==> config.mk <==
export PLATFORM = sky130hd
export DESIGN_NAME = ex_alu_stage
export DESIGN_NICKNAME = d
export VERILOG_FILES = /design/src/rtl/ex_alu_stage.sv
export SDC_FILE = /design/constraint.sdc
export NUM_CORES = 1
export LEC_CHECK = 0
export CORE_MARGIN = 2
export CORE_UTILIZATION = 23
export CTS_BUF_LIST = sky130_fd_sc_hd__clkbuf_16
export CTS_CLUSTER_SIZE = 40
export DETAILED_ROUTE_END_ITERATION = 10
export GPL_TIMING_DRIVEN = 0
export PLACE_DENSITY = 0.37
export SYNTH_ARGS = -nofsm -noshare
export SYNTH_HDL_FRONTEND = slang
export SYNTH_SLANG_ARGS = --single-unit
export TNS_END_PERCENT = 30
==> constraint.sdc <==
create_clock -name clk -period 1.7 [get_ports clk]
set_input_delay 0.34 -clock clk [delete_from_list [all_inputs] [get_ports clk]]
set_output_delay 0.34 -clock clk [all_outputs]
set_load 0.02 [all_outputs]
==> src/rtl/ex_alu_stage.sv <==
`default_nettype none
// ============================================================================
// Module   : ex_alu_stage
// Purpose  : EX-stage ALU with registered result and tags behind a valid/ready
//            handshake, plus a skid entry so in_ready never depends on out_ready.
// Revision : 1.0  initial release
// ============================================================================
module ex_alu_stage #(
  parameter int XLEN = 32,
  parameter int RD_W = 5
) (
  input  logic            clk,
  input  logic            rst_n,
  input  logic            flush,
  input  logic            in_valid,
  output logic            in_ready,
  input  logic [2:0]      alu_ctrl,
  input  logic [XLEN-1:0] src_a,
  input  logic [XLEN-1:0] src_b,
  input  logic [RD_W-1:0] rd_in,
  input  logic            reg_write_in,
  output logic            out_valid,
  input  logic            out_ready,
  output logic [XLEN-1:0] alu_result,
  output logic            zero,
  output logic [RD_W-1:0] rd_out,
  output logic            reg_write_out,
  output logic            illegal_op
);

  localparam logic [2:0] C_OP_ADD  = 3'b000;
  localparam logic [2:0] C_OP_SUB  = 3'b001;
  localparam logic [2:0] C_OP_AND  = 3'b010;
  localparam logic [2:0] C_OP_OR   = 3'b011;
  localparam logic [2:0] C_OP_XOR  = 3'b100;
  localparam logic [2:0] C_OP_SLT  = 3'b101;
  localparam logic [2:0] C_OP_SLTU = 3'b110;

  typedef struct packed {
    logic [XLEN-1:0] res;
    logic            zero;
    logic [RD_W-1:0] rd;
    logic            rw;
    logic            ill;
  } entry_t;

  logic [XLEN-1:0] w_cap_res;
  logic            w_cap_ill;
  logic            w_accept;
  entry_t          w_cap_e;

  entry_t main_q, main_d, skid_q, skid_d;
  logic   main_valid_q, main_valid_d;
  logic   skid_valid_q, skid_valid_d;
  logic   in_ready_q;

  // Codes outside the legal set, including X/Z in simulation, fall to default.
  always_comb begin
    w_cap_res = '0;
    w_cap_ill = 1'b0;
    case (alu_ctrl)
      C_OP_ADD:  w_cap_res = src_a + src_b;
      C_OP_SUB:  w_cap_res = src_a - src_b;
      C_OP_AND:  w_cap_res = src_a & src_b;
      C_OP_OR:   w_cap_res = src_a | src_b;
      C_OP_XOR:  w_cap_res = src_a ^ src_b;
      C_OP_SLT:  w_cap_res = {{(XLEN-1){1'b0}}, ($signed(src_a) < $signed(src_b))};
      C_OP_SLTU: w_cap_res = {{(XLEN-1){1'b0}}, (src_a < src_b)};
      default:   w_cap_ill = 1'b1;
    endcase
  end

  always_comb begin
    w_cap_e.res  = w_cap_res;
    w_cap_e.zero = (w_cap_res == '0);
    w_cap_e.rd   = rd_in;
    w_cap_e.rw   = reg_write_in & ~w_cap_ill;
    w_cap_e.ill  = w_cap_ill;
  end

  assign w_accept = in_valid & in_ready_q;

  always_comb begin
    main_d       = main_q;
    skid_d       = skid_q;
    main_valid_d = main_valid_q;
    skid_valid_d = skid_valid_q;
    if (flush) begin
      main_valid_d = 1'b0;
      skid_valid_d = 1'b0;
    end else if (!main_valid_q || out_ready) begin
      // Skid can only be occupied while in_ready is low, so it never races the input.
      if (skid_valid_q) begin
        main_d       = skid_q;
        main_valid_d = 1'b1;
        skid_valid_d = 1'b0;
      end else if (w_accept) begin
        main_d       = w_cap_e;
        main_valid_d = 1'b1;
      end else begin
        main_valid_d = 1'b0;
      end
    end else if (w_accept) begin
      skid_d       = w_cap_e;
      skid_valid_d = 1'b1;
    end
  end

  always_ff @(posedge clk or negedge rst_n) begin
    if (!rst_n) begin
      main_q       <= '0;
      skid_q       <= '0;
      main_valid_q <= 1'b0;
      skid_valid_q <= 1'b0;
      in_ready_q   <= 1'b1;
    end else begin
      main_q       <= main_d;
      skid_q       <= skid_d;
      main_valid_q <= main_valid_d;
      skid_valid_q <= skid_valid_d;
      in_ready_q   <= ~skid_valid_d;
    end
  end

  assign in_ready      = in_ready_q;
  assign out_valid     = main_valid_q;
  assign alu_result    = main_q.res;
  assign zero          = main_q.zero;
  assign rd_out        = main_q.rd;
  assign reg_write_out = main_q.rw;
  assign illegal_op    = main_q.ill;

endmodule
`default_nettype wire
Yosys cells after proc, flatten, opt, wreduce, memory -nomap -nowiden --
Cells that the tools add are included.
Cells by class: $add $sub $neg 2, $mul 0, divide/modulo/power cells 0, order comparisons 2, equal/unequal tests 6, shift-type cells 0, muxes and demuxes 11, bitwise operators 8, reduce and logical (&&, ||, !) cells 9
Operators with widths (count):
- 32-bit one-hot mux with 7 select lines | 1
- 40-bit two-way mux | 2
- 32-bit < comparator | 2
- 32-bit adder | 1
- 32-bit AND | 1
- 32-bit logical NOT | 1
- 32-bit OR | 1
- 32-bit subtractor | 1
- 32-bit XOR | 1
- 3-bit == test (second input constant) | 3
- 1-bit two-way mux | 8
- 7-bit OR reduction | 1
- 3-bit by 2-bit == test with 1-bit output (second input constant) | 2
- 3-bit AND reduction | 2
- 2-bit nonzero test | 2
- 3-bit by 1-bit == test with 1-bit output (second input constant) | 1
- 3-bit logical NOT | 1
- 1-bit NOT | 3
- 1-bit AND | 2
- 1-bit logical NOT | 1
- 1-bit logical OR | 1
Word-level totals: register bits 83, latch bits 0, bits in writable memories 0, bits in read-only memories 0, output and inout bits 42, logic and storage cells 51, memories kept 0

Depth between registers and ports, before layout --
word-level depth 5, depth in mapped cells 14, depth with buffers taken out 14

Worst setup path after synthesis --
No wires, ideal clock.
path type input port to flip-flop, start point in src_a[0], end point reg skid_q[7] (netlist name), setup time 66 ps, arrival 3341 ps, required time 1634 ps, setup slack -1707 ps, stages 14, cells stage by stage ha_1 inv_1 fa_1 nand2b_1 a2111o_1 a211oi_2 nor4_1 a211o_1 o32a_1 a221oi_1 and3_1 nand4_1 nor4_2 mux2_2
On the way: word-level cells in the longest chain between the ends 3, elaborated cells on any way between the ends 9, classes of those cells add/sub: 2; order compare: 2; mux: 1; bitwise: 3; reduce/logical: 1
Ends and longest elaborated chain:
- from (decl) | line 18 | input logic [XLEN-1:0] src_a,
- 32-bit subtractor, or another cell as far along | line 63 | C_OP_SUB: w_cap_res = src_a - src_b;
- 32-bit one-hot mux with 7 select lines (*) | line 61 | case (alu_ctrl)
- 32-bit logical NOT (*) | line 75 | w_cap_e.zero = (w_cap_res == '0);
- to (signal assigned) | line 118 | skid_q <= skid_d;
- to (decl) | line 52 | entry_t main_q, main_d, skid_q, skid_d;
Mark *: on every way between the ends. The rest lies on a longest branch, timed or not. A chain may end at the register's enable or synchronous reset.

Final worst setup path --
start point in src_b[0], end point reg skid_q[7] (netlist name)
On the way: word-level cells in the longest chain between the ends 3, elaborated cells on any way between the ends 9, classes of those cells add/sub: 2; order compare: 2; mux: 1; bitwise: 3; reduce/logical: 1
Ends and longest elaborated chain:
- from (decl) | line 19 | input logic [XLEN-1:0] src_b,
- 32-bit subtractor, or another cell as far along | line 63
- 32-bit one-hot mux with 7 select lines (*) | line 61
- 32-bit logical NOT (*) | line 75
Marked as above.

==> results.toml <==
[cts]
cts_max_level = 3
cts_sinks = 83
cts_root_buf = "clkbuf_16"
cts_buffers = 9
cts.path.max_buffers = 2
path_clk_slew_ps = 60
cts_tree = "yes"
clk_latency_ps = 340

[yosys]
synth.avg_cell_area_um2 = 7.28
synth_top_family_by_area = "compound AO/OA/AOI/OAI gates"
synth-xor-area-share = 0.0154
yosys.cell_types.count = 77
async_flop_share = 1.00
ys_seq_elements = 83
ys.flop_type = "dfrtp_1"
yosysSeqAreaShare = 0.228
synth.area.mux_share = 0.0270
synth_area_mm2 = 0.00912
synth_simple_gate_area_share = 0.211
synth_nets = 1438
synth_warnings = 0
synth_cells = 1253
synth_compound_area_frac = 0.298
synth_fa_ha_area_frac = 0.148
synth_edf_count = 0

[die]
core_area_mm2 = 0.0389
row_count = 72
dieArea_mm2 = 0.0413
die_w_um = 203
start_util = 0.234
pin_count = 120
die_h_um = 203

[power]
p_leak_uw = 0.00591
peakVddDrop_uv = 582
power_uw = 9460
p_per_area_mw_per_mm2 = 670
p_int_uw = 5650
pwr-share-clk = 0.202
p_sw_frac = 0.403
p_seq_frac = 0.277
power_switching_uw = 3810
combPwrFrac = 0.521

[finish]
nNetsFinal = 1652
drive_gt1_frac = 0.316
fill_cells = 4159
final_cell_mix = "nand2_1, nor2_1, dfrtp_1"
area_delta_synth_final_pct = 54.7
final_common_cell = "nand2_1"

[placed_design]
dp_slack_ps = -3640
dp_hpwl_um = 31500
io_buffers = 118
gp_congestion = 0.878

[run_status]
status = "finished, violations left"
violations = "negative setup slack"

[worst_setup_path]
end_kind = "register"
r2r_start = "in_ready"
worstPathRequired_ps = 1980
startpoint = "src_b[0]"
arrival_ps = 3780
critical_path_class = "input pin to register"
cp_max_fo = 5
cp-start-kind = "input pin"

[timing]
drv_slew = 0
setup_slack_ps = -1800
rsz0062_at_grt = "true"
tightest_slew_ps = 908
finalSetupViolCount = 78
min_period_ps = 3500
finalCritPeriodShare = 2.06
slew_headroom = 0.395
finalHoldViolCount = 0
fin_worst_skew_ps = 5.40
fmaxAchievable_ghz = 0.286

[drt]
first_pass_iters = 5
routed_wl_um = 40500
wire_per_inst_um = 20.4
drt_iter0_markers = 657
vias = 10100
ant_nets = 0
vias_per_cell = 5.06
drc = 0

[grt]
grt_first_pass_wirelength_um = 61700
overflow = 0
antenna_found_initial = 1
grt_pass1_vias = 9931
track_usage = 0.194
grt_start_max_net_pins = 59

[run]
drv_cap = 0

[min_path]
min_path_type = "input pin to asynchronous set/reset pin"
[power by group through the flow]
stage	Clock [uW]	Sequential, uW	Combinational [uW]
2_1_floorplan	0	2860	1950
3_3_place_gp	0	2650	3700
3_5_place_dp	0	2660	3710
4_1_cts	1960	2620	4630
5_1_grt	2060	2680	5330
6_report	1910	2620	4930
[repair_timing]
action                                 in CTS  in global routing
pin swaps                                  85                 71
hold buffers                                1                  0
endpoints found under the hold margin      25                  0
setup buffers                              70                 23
gates resized for setup                   509                141
setup endpoints to repair                  82                 88
[kinds of logic after synthesis]
logic type,Yosys count
compound gates,424
simple gates,425
fa+ha+maj,107
flops,83
mux,24
xor+xnor,16
buf+inv,174
[critical path, cell delays in order]
cell and delay (ps):
buf_12 80, ha_4 130, inv_2 40, fa_2 350, nand2b_4 160, a2111o_1 500, a211oi_4 410, buf_4 180
nor4_2 30, a211o_1 230, o32a_1 190, a221oi_4 310, and3_1 210, nand4_1 160, nor4_4 250, mux2_4 200
[metrics by stage]
step           std cells   util  cell area [um^2]  hold slack, ps  setup TNS, ps
2_1_floorplan       1253      -              9310            44.4         -48620
3_3_place_gp        1889  0.286             11100             458        -421680
3_5_place_dp        1890  0.287             11200             295        -157930
4_1_cts             1969  0.349             13600             477         -65440
5_1_grt             1990  0.363             14100             492         -71160
6_report            1991  0.363             14100             465         -62060
[final timing paths]
check                                     end  slack (ps)  cells past startpoint
worst max-delay path                skid_q[7]       -1800                     16
worst min-delay path            alu_result[6]         470                      2
worst max register to register     skid_q[29]        -290                      5
worst min register to register      skid_q[9]         480                      2
max in group asynchronous            in_ready         580                      3
min in group clk                    skid_q[9]         480                      2
[sequential cells by signal, summed over array words and instances (netlist names)]
signal / cells
alu_result: 32
illegal_op: 1
in_ready: 1
out_valid: 1
rd_out: 5
reg_write_out: 1
skid_q: 40
skid_valid_q: 1
zero: 1
[area by class of cell]
class | instances | area, um^2 | area share
Clock buffer | 9 | 225 | 0.0160
Tap cell | 518 | 648 | 0.0459
Sequential cell | 83 | 2080 | 0.147
Buffer | 69 | 551 | 0.0390
Antenna cell | 1 | 2.50 | 0.000177
Timing Repair Buffer | 210 | 1960 | 0.139
Inverter | 98 | 412 | 0.0292
Clock inverter | 7 | 58.8 | 0.00417
Multi-Input combinational cell | 996 | 8180 | 0.579
[per-layer routing]
metal / global-route usage / routed length, um / share of wire
met1: 0.274 / 19500 / 0.48
met2: 0.322 / 19000 / 0.47
met3: 0.0189 / 1610 / 0.040
met4: 0.0347 / 507 / 0.013
met5: 0 / 0 / 0
[synth_stat cells (19+ instances only)]
library cell	n	area (um^2)
o21ai_0	118	591
nor2_1	108	405
mux2i_1	19	190
nand2_1	188	706
dfrtp_1	82	2050
inv_1	95	357
ha_1	105	1310
clkbuf_1	64	240
a211oi_1	19	143
a21oi_1	114	571
a21o_1	25	188
No activity file was read; power rests on OpenSTA's default activity.
